[config.mk]
export PLATFORM = sky130hd
export DESIGN_NAME = ms_timer_scheduler
export DESIGN_NICKNAME = d
export VERILOG_FILES = /design/src/rtl/ms_timer_scheduler.sv
export SDC_FILE = /design/constraint.sdc
export NUM_CORES = 1
export LEC_CHECK = 0
export CORE_UTILIZATION = 25
export DETAILED_ROUTE_END_ITERATION = 16
export GPL_ROUTABILITY_DRIVEN = 0
export PLACE_DENSITY = 0.56
export SLEW_MARGIN = 20
export SYNTH_ARGS = -nofsm -noshare
export SYNTH_HDL_FRONTEND = slang
export SYNTH_SLANG_ARGS = --single-unit
[constraint.sdc]
create_clock -name clock -period 3.2 [get_ports clock]
set_input_delay 0.64 -clock clock [delete_from_list [all_inputs] [get_ports clock]]
set_output_delay 0.64 -clock clock [all_outputs]
set_load 0.01 [all_outputs]
[src/rtl/ms_timer_scheduler.sv]
// Shared millisecond prescaler driving CH independent countdown timers.
// A single tick_ms enable strobe paces all channels; there are no derived clocks.
module ms_timer_scheduler #(
    parameter int unsigned PRESCALE = 100000,
    parameter int unsigned CH       = 4,
    parameter int unsigned CNT_W    = 16
) (
    input  logic                clock,
    input  logic                reset_n,
    input  logic                enable,
    input  logic [CH-1:0]       start,
    input  logic [CH-1:0]       cancel,
    input  logic [CH*CNT_W-1:0] load_ms,
    output logic                tick_ms,
    output logic [CH-1:0]       busy,
    output logic [CH-1:0]       done,
    output logic [CH*CNT_W-1:0] remaining
);

    localparam int unsigned PW = (PRESCALE > 2) ? $clog2(PRESCALE) : 1;
    localparam logic [PW-1:0] PrescLast = PW'(PRESCALE - 1);

    logic [PW-1:0]    presc_q, presc_d;
    logic             tick_q, tick_d;
    logic [CNT_W-1:0] rem_q [CH];
    logic [CNT_W-1:0] rem_d [CH];
    logic [CH-1:0]    busy_q, busy_d;
    logic [CH-1:0]    done_q, done_d;

    // Prescaler phase is held (not cleared) while enable is low.
    always_comb begin
        presc_d = presc_q;
        tick_d  = 1'b0;
        if (enable) begin
            if (presc_q == PrescLast) begin
                presc_d = '0;
                tick_d  = 1'b1;
            end else begin
                presc_d = presc_q + PW'(1);
            end
        end
    end

    // Per channel: cancel beats start beats decrement; the load edge ignores tick.
    always_comb begin
        for (int i = 0; i < CH; i++) begin
            rem_d[i]  = rem_q[i];
            busy_d[i] = busy_q[i];
            done_d[i] = 1'b0;
            if (cancel[i]) begin
                rem_d[i]  = '0;
                busy_d[i] = 1'b0;
            end else if (start[i]) begin
                if (load_ms[i*CNT_W +: CNT_W] != '0) begin
                    rem_d[i]  = load_ms[i*CNT_W +: CNT_W];
                    busy_d[i] = 1'b1;
                end else begin
                    rem_d[i]  = '0;
                    busy_d[i] = 1'b0;
                    done_d[i] = 1'b1;
                end
            end else if (busy_q[i] && tick_q && (rem_q[i] != '0)) begin
                if (rem_q[i] == CNT_W'(1)) begin
                    rem_d[i]  = '0;
                    busy_d[i] = 1'b0;
                    done_d[i] = 1'b1;
                end else begin
                    rem_d[i] = rem_q[i] - CNT_W'(1);
                end
            end
        end
    end

    always_ff @(posedge clock or negedge reset_n) begin
        if (!reset_n) begin
            presc_q <= '0;
            tick_q  <= 1'b0;
            busy_q  <= '0;
            done_q  <= '0;
            for (int i = 0; i < CH; i++) begin
                rem_q[i] <= '0;
            end
        end else begin
            presc_q <= presc_d;
            tick_q  <= tick_d;
            busy_q  <= busy_d;
            done_q  <= done_d;
            for (int i = 0; i < CH; i++) begin
                rem_q[i] <= rem_d[i];
            end
        end
    end

    always_comb begin
        remaining = '0;
        for (int i = 0; i < CH; i++) begin
            remaining[i*CNT_W +: CNT_W] = rem_q[i];
        end
    end

    assign tick_ms = tick_q;
    assign busy    = busy_q;
    assign done    = done_q;

endmodule

==> metrics.log, run 1 <==
INFO  metric status = completed
INFO  metric number_of_cells_in_the_finished_layout_apart_from_fillers = 1119
INFO  metric insertedDiodeCount = 0
INFO  metric yosys.area_share.xor_xnor = 4.96%
INFO  metric maxCapViolations = 0
INFO  metric clock_insertion_delay_worst_skew = 0.35 ns
INFO  metric via_count_of_the_first_global_routing_pass = 5758
INFO  metric clk_transition_reported_paths = 0.07 ns
INFO  metric fill_count = 2335
INFO  metric worst_ir_drop_vdd = 184 µV
INFO  metric via_per_inst = 5.32
INFO  metric critical_path_cell_sequence = or4_1 > or4_4 > a31oi_4 > buf_4 > a221oi_1 > nor3_1
INFO  metric number_of_distinct_standard_cells_referenced_by_the_synthesized_netlist = 61
INFO  metric ys_async_sr_fraction = 100%
INFO  metric synth-seq-cells = 90
INFO  metric synthAdderAreaFrac = 2.79%
INFO  metric met3_wirelength = 1370 µm
INFO  metric final.setup.tns = 0 ns
INFO  metric setup.worst_path.start_class = flop
INFO  metric globalRoute.totalOverflow = 0
INFO  metric yosysWarnings = 0
INFO  metric num_vias = 5958
INFO  metric num-nets-final = 889
INFO  metric buffers_inserted_during_post_cts_setup_optimization = 0
INFO  metric crit_path_top_delay_cell = sky130_fd_sc_hd__or4_1
INFO  metric drv_slew = 0
INFO  metric share_of_synthesized_area_spent_on_multiplexers = 0.172%
INFO  metric netlist_top_cells_area = sky130_fd_sc_hd__dfrtp_1 39%, sky130_fd_sc_hd__nor4_1 5.4%, sky130_fd_sc_hd__nor3_1 4.2%, sky130_fd_sc_hd__a21oi_1 3.8%, sky130_fd_sc_hd__xor2_1 3.3%
INFO  metric cts-buffers-inserted = 9
INFO  metric arrival = 3.02 ns
INFO  metric dr_wl_met2 = 9040 µm
INFO  metric hp-class = in2async
INFO  metric drtAntennaViolNets = 0
INFO  metric post_synthesis_cell_area = 5830 µm²
INFO  metric total_of_cells_resized_after_clock_tree_synthesis = 0
INFO  metric m1_wire_length = 8780 µm
INFO  metric boundary_pins = 148
INFO  metric largest_net_degree_at_the_start_of_global_routing = 71
INFO  metric crit_path_max_fanout = 15
INFO  metric clock-sinks = 90
INFO  metric unrepaired_setup_endpoints_after_global_routing = no
INFO  metric cellLeakagePower = 3.11 nW
INFO  metric area_enclosed_by_the_die_boundary = 23900 µm²
INFO  metric post-synth-top-area-fraction = 38.7%
INFO  metric worstSetupEndpointType = flop
INFO  metric highest-signal-layer = met4
INFO  metric layout_common_cells = 146 x sky130_fd_sc_hd__clkdlybuf4s50_1, 90 x sky130_fd_sc_hd__dfrtp_1, 50 x sky130_fd_sc_hd__nor4_1
INFO  metric initial_utilization = 25.6%
INFO  metric slew_headroom = 43.7%
INFO  metric drcViolationCount = 0
INFO  metric synth_top_family_by_area = simple AND/OR/NAND/NOR gates
INFO  metric yosysSeqAreaShare = 38.7%
INFO  metric synth-compound-area-share = 22.5%
INFO  metric achievable_clock_frequency = 361 MHz
INFO  metric die_wd = 155 µm
INFO  metric post-place-cells = 1102
INFO  metric core = 22800 µm²
INFO  metric post_route_cells_drive_above_1_share = 7.69%
INFO  metric worst_slew_pin_slew = 0.842 ns
INFO  metric period_minus_slack = 2.77 ns
INFO  metric layout.cells.most_common = sky130_fd_sc_hd__clkdlybuf4s50_1
INFO  metric cts_max_path_buffers = 2
INFO  metric drt-pass1-iter-count = 4
INFO  metric synth-simple-area-share = 26.7%
INFO  metric power_density = 440 nW/µm²
INFO  metric post-place-ws = 0.438 ns
INFO  metric drt-initial-drc-count = 283
INFO  metric port_buffers = 147
INFO  metric avgSynthCellArea = 8.79 µm²
INFO  metric netlist_instances = 663
INFO  metric die-height = 155 µm
INFO  metric grt_first_pass_wirelength = 31300 µm
INFO  metric placement_rows = 55
INFO  metric timing.final.setup_violations = 0
INFO  metric area_growth_syn_to_layout = 37.2%
INFO  metric timing_worst_setup_path_type = reg2reg
INFO  metric ys.flop_type = sky130_fd_sc_hd__dfrtp_1
INFO  metric seqCellArea = 2250 µm²
INFO  metric grt_antenna_before_repair = 0
INFO  metric root_buffer = sky130_fd_sc_hd__clkbuf_16
INFO  metric postCtsHoldBufs = 0
INFO  metric design_area = 8000 µm²
INFO  metric syn_nets = 751
INFO  metric fin_crit_sh = 86.5%
INFO  metric detailed_place.area = 7670 µm²
INFO  metric finClkSkew = 0.00945 ns
INFO  metric route.final.wire_length = 19500 µm
INFO  metric detailed_place_hpwl = 14000 µm
INFO  metric area_used_by_multi_input_combinational_logic = 3340 µm²
INFO  metric critical-path-max-stage-delay = 0.71 ns
INFO  metric finalWorstSetupSlack = 0.431 ns
INFO  metric h_tree_levels = 3
INFO  metric wl_cell = 17.4 µm
INFO  metric critical_path_required = 3.45 ns
INFO  metric final-hold-violation-count = 0
INFO  metric grtUsageTotal = 16.5%
INFO  metric edff_count_synth = 0
INFO  metric synthDominantAreaCellType = sky130_fd_sc_hd__dfrtp_1
INFO  metric cts_tree = built
-- path summary, 6_finish.rpt --
| kind | from | end | slack, ns | cells past startpoint |
|---|---|---|---|---|
| setup / recovery | remaining[42]$_DFFE_PN0P_ | remaining[42]$_DFFE_PN0P_ | 0.43 | 6 |
| hold / removal | reset_n | remaining[48]$_DFFE_PN0P_ | 0.21 | 1 |
| setup reg to reg | remaining[42]$_DFFE_PN0P_ | remaining[42]$_DFFE_PN0P_ | 0.43 | 6 |
| hold reg to reg | presc_q[4]$_DFFE_PN0P_ | presc_q[4]$_DFFE_PN0P_ | 0.50 | 1 |
| max in group asynchronous | reset_n | presc_q[8]$_DFFE_PN0P_ | 2.22 | 3 |
| min in group clock | presc_q[4]$_DFFE_PN0P_ | presc_q[4]$_DFFE_PN0P_ | 0.50 | 1 |
-- cells in the mapped netlist (3+ instances only) --
library cell	count
sky130_fd_sc_hd__a22oi_1	13
sky130_fd_sc_hd__ha_1	13
sky130_fd_sc_hd__a32oi_1	4
sky130_fd_sc_hd__a211oi_1	12
sky130_fd_sc_hd__or3b_2	6
sky130_fd_sc_hd__and2_1	6
sky130_fd_sc_hd__a22o_1	5
sky130_fd_sc_hd__o2bb2ai_1	10
sky130_fd_sc_hd__buf_2	6
sky130_fd_sc_hd__nor3_2	3
sky130_fd_sc_hd__xor2_1	22
sky130_fd_sc_hd__nand2b_1	14
sky130_fd_sc_hd__dfrtp_1	90
sky130_fd_sc_hd__and3_1	6
sky130_fd_sc_hd__or3_1	4
sky130_fd_sc_hd__nor4_1	50
sky130_fd_sc_hd__inv_1	21
sky130_fd_sc_hd__a221oi_1	20
sky130_fd_sc_hd__nand2_1	41
sky130_fd_sc_hd__or4_1	16
sky130_fd_sc_hd__o22ai_1	4
sky130_fd_sc_hd__a32o_1	3
sky130_fd_sc_hd__a31o_2	3
sky130_fd_sc_hd__nor3b_1	4
sky130_fd_sc_hd__o32ai_1	10
sky130_fd_sc_hd__o31ai_1	4
sky130_fd_sc_hd__xnor2_1	11
sky130_fd_sc_hd__a21oi_1	44
sky130_fd_sc_hd__clkbuf_1	31
sky130_fd_sc_hd__o21ai_1	5
sky130_fd_sc_hd__or2_2	5
sky130_fd_sc_hd__nand4_1	8
sky130_fd_sc_hd__o21ai_0	27
sky130_fd_sc_hd__nor3_1	49
sky130_fd_sc_hd__nand3_1	7
sky130_fd_sc_hd__a41oi_1	4
sky130_fd_sc_hd__or4b_2	3
sky130_fd_sc_hd__nor2_1	49
sky130_fd_sc_hd__nor4b_1	3
-- layout make-up --
| type | count | area share, % |
|---|---|---|
| Multi-Input combinational cell | 512 | 41.8 |
| Timing Repair Buffer | 167 | 20.5 |
| Clock inverter | 4 | 0.657 |
| Sequential cell | 90 | 28.2 |
| Clock buffer | 12 | 2.96 |
| Tap cell | 313 | 4.90 |
| Inverter | 21 | 0.986 |
-- layer usage --
| metal | vias up | GRT usage [%] |
|---|---|---|
| met3 | 24 | 3.22 |
| met5 | - | 0 |
| met4 | 0 | 5.80 |
| li1 | 2851 | - |
| met1 | 2845 | 22.2 |
| met2 | 238 | 26.5 |
-- critical path: cells and delay by family (launching register included) --
kind | cells | cell delay (ns)
buffers and inverters | 1 | 0.28
and+or+nand+nor | 3 | 1.53
DFF | 1 | 0.43
AOI/OAI and AO/OA | 2 | 0.43
-- cell families (layout without fill, tap and decap cells) --
kind of cell / after synthesis / count (layout)
and+or+nand+nor: 280 / 280
AOI/OAI and AO/OA: 185 / 185
DFF: 90 / 90
buffers and inverters: 61 / 204
xor gates and xnor gates: 33 / 33
adders and majority gates: 13 / 13
muxes: 1 / 1
-- state kept, by name, summed over array words and instances (netlist names) --
register	flops
done	4
remaining	64
tick_ms	1
busy	4
presc_q	17
-- power breakdown --
group          switching, mW  internal (mW)
Combinational          0.541          0.502
Sequential             0.158           1.24
Clock                  0.469          0.607
-- through the flow --
stage                     total power, mW  util (%)  hold WS (ns)
after floorplan                      1.98         -         0.344
after global placement               2.45      33.7         0.482
after detailed placement             2.45      33.7         0.485
after CTS                            3.55      34.9         0.487
after global routing                 3.73      35.1         0.230
final                                3.52      35.1         0.213
Note: power is estimated with default switching activity, not from simulation.
==> run 2: changes to the inputs <==
clock period = 3.5 ns   (was 3.2 ns; I/O delays follow)
==> run 2 against run 1 <==
  * Critical endpoint is now remaining[32]$_DFFE_PN0P_
  * Final cell count is 0.27% lower
  * Combinational power is 9% lower
  * Hold slack better by 0.16 ns
==> metrics.log, run 2 (synthesis gave the netlist of run 1 again) <==
INFO  metric status = completed
INFO  metric placement_rows = 55 (unchanged)
INFO  metric clk_transition_reported_paths = 0.07 ns (about the same)
INFO  metric final_core_util = 34.9% (-0.19 points)
INFO  metric wl_cell = 17.5 µm (+0.22%)
INFO  metric unrepaired_setup_endpoints_after_global_routing = no
INFO  metric cts_max_path_buffers = 2 (unchanged)
INFO  metric buffers_inserted_during_post_cts_setup_optimization = 0 (unchanged)
INFO  metric grt_antenna_before_repair = 0 (unchanged)
INFO  metric worstSetupEndpointType = flop
INFO  metric route.final.wire_length = 19500 µm (about the same)
INFO  metric achievable_clock_frequency = 351 MHz (-2.9%)
INFO  metric critical-path-top-delay-family = simple AND/OR/NAND/NOR gates
INFO  metric final.setup.tns = 0 ns (unchanged)
INFO  metric num-nets-final = 886 (-0.34%)
INFO  metric detailed_place.area = 7650 µm² (-0.23%)
INFO  metric hp-class = in2async
INFO  metric drcViolationCount = 0 (unchanged)
INFO  metric largest_net_degree_at_the_start_of_global_routing = 49 (-31%)
INFO  metric critical_path_required = 3.74 ns (+0.29 ns)
INFO  metric via_count_of_the_first_global_routing_pass = 5699 (-1.0%)
INFO  metric period_minus_slack = 2.85 ns (+0.0815 ns)
INFO  metric drv_slew = 0 (unchanged)
INFO  metric crit_path_top_delay_cell = sky130_fd_sc_hd__or4_1
INFO  metric area_growth_syn_to_layout = 36.5%
INFO  metric root_buffer = sky130_fd_sc_hd__clkbuf_16
INFO  metric largest_reg_flops = 64 (unchanged)
INFO  metric setup.worst_path.start_class = flop
INFO  metric critical-path-max-stage-delay = 0.72 ns (about the same)
INFO  metric critical_path_cell_sequence = or4_1 > or4_4 > a31oi_4 > a221oi_1 > a211oi_1
INFO  metric timing.final.setup_violations = 0 (unchanged)
INFO  metric cts-buffers-inserted = 9 (unchanged)
INFO  metric port_buffers = 147 (unchanged)
INFO  metric area_enclosed_by_the_die_boundary = 23900 µm² (unchanged)
INFO  metric insertedDiodeCount = 0 (unchanged)
INFO  metric die-height = 155 µm (unchanged)
INFO  metric grt_first_pass_wirelength = 31500 µm (+0.64%)
INFO  metric post-place-ws = 0.662 ns (+0.224 ns)
INFO  metric power_density = 405 nW/µm² (-7.8%)
INFO  metric maxCapViolations = 0 (unchanged)
INFO  metric finClkSkew = 0.00890 ns (-0.000545 ns)
INFO  metric detailed_place_hpwl = 14200 µm (+0.86%)
INFO  metric cellLeakagePower = 3.10 nW (-0.30%)
INFO  metric crit_path_max_fanout = 25 (+10)
INFO  metric total_power = 3.22 mW (-8.3%)
INFO  metric worst_slew_pin_slew = 1.01 ns (+0.172 ns)
INFO  metric final-hold-violation-count = 0 (unchanged)
INFO  metric fin_crit_sh = 81.4% (-5.1 points)
INFO  metric die_wd = 155 µm (unchanged)
INFO  metric core = 22800 µm² (unchanged)
INFO  metric design_area = 7950 µm² (-0.53%)
INFO  metric drt-pass1-iter-count = 5 (+1)
INFO  metric cts_tree = built
INFO  metric via_per_inst = 5.30 (-0.49%)
INFO  metric timing.critical_path.buf_inv = 0 (-1)
INFO  metric initial_utilization = 25.6% (unchanged)
INFO  metric total_of_cells_resized_after_clock_tree_synthesis = 0 (unchanged)
INFO  metric clock_insertion_delay_worst_skew = 0.34 ns (about the same)
INFO  metric h_tree_levels = 3 (unchanged)
INFO  metric drt-initial-drc-count = 263 (-7.1%)
INFO  metric worst-r2r-setup-slack = 0.65 ns (+0.22 ns)
INFO  metric clock-sinks = 90 (unchanged)
INFO  metric finalWorstSetupSlack = 0.650 ns (+0.218 ns)
INFO  metric num_vias = 5913 (-0.76%)
INFO  metric grtUsageTotal = 16.5% (-0.071 points)
INFO  metric postCtsHoldBufs = 0 (unchanged)
INFO  metric arrival = 3.09 ns (+0.07 ns)
INFO  metric timing_worst_setup_path_type = reg2reg
INFO  metric post_route_cells_drive_above_1_share = 7.22% (-0.47 points)
INFO  metric drtAntennaViolNets = 0 (unchanged)
INFO  metric globalRoute.totalOverflow = 0 (unchanged)
INFO  metric layout.cells.most_common = sky130_fd_sc_hd__clkdlybuf4s50_1
INFO  metric boundary_pins = 148 (unchanged)
INFO  metric slew_headroom = 32.1% (-12 points)
INFO  metric layout_common_cells = 146 x sky130_fd_sc_hd__clkdlybuf4s50_1, 90 x sky130_fd_sc_hd__dfrtp_1, 50 x sky130_fd_sc_hd__nor4_1
INFO  metric worst_ir_drop_vdd = 189 µV (+2.9%)
run 2: changes by cell type in the layout (fill, tap and decap cells not counted), sizes merged:
cell      delta
buf          -3
clkinv       +2
clkinvlp     -2
run 2: final timing paths:
path / start / depth (start not counted) / to
worst min register to register: presc_q[4]$_DFFE_PN0P_ / 1 / presc_q[4]$_DFFE_PN0P_
worst min-delay path: reset_n / 1 / remaining[48]$_DFFE_PN0P_
min in group clock: presc_q[4]$_DFFE_PN0P_ / 1 / presc_q[4]$_DFFE_PN0P_
worst max register to register: remaining[42]$_DFFE_PN0P_ / 5 / remaining[32]$_DFFE_PN0P_
worst max-delay path: remaining[42]$_DFFE_PN0P_ / 5 / remaining[32]$_DFFE_PN0P_
max in group asynchronous: reset_n / 2 / remaining[57]$_DFFE_PN0P_
run 2: through the flow:
step                      cells  hold slack [ns]
final                      1116            0.370
after global routing       1116            0.415
after CTS                  1116            0.389
after detailed placement   1100            0.484
after global placement     1100            0.480
after floorplan             663            0.404
run 2: worst reg2reg max path, stage by stage, from the launching register on:
cell                       delay [ns]
sky130_fd_sc_hd__dfrtp_1         0.43
sky130_fd_sc_hd__or4_1           0.72
sky130_fd_sc_hd__or4_4           0.62
sky130_fd_sc_hd__a31oi_4         0.63
sky130_fd_sc_hd__a221oi_1        0.11
sky130_fd_sc_hd__a211oi_1        0.24
run 2: cell type report:
cell class	instances	area (µm²)
Inverter	21	78.8
Multi-Input combinational cell	512	3340
Sequential cell	90	2250
Tap cell	313	392
Clock buffer	12	246
Fill cell	2346	14800
Timing Repair Buffer	164	1600
Clock inverter	4	51.3
run 2: power breakdown:
group	switching, mW	internal, mW
clock network	0.428	0.575
registers	0.144	1.13
logic	0.493	0.452
total	1.06	2.16
run 2: metal layers:
layer	share of wire (%)	track usage [%]	vias up
met3	7.1	3.17	15
met4	1.2	5.23	0
met1	47	22.9	2831
met5	0	0	-
li1	-	-	2842
met2	45	25.6	225
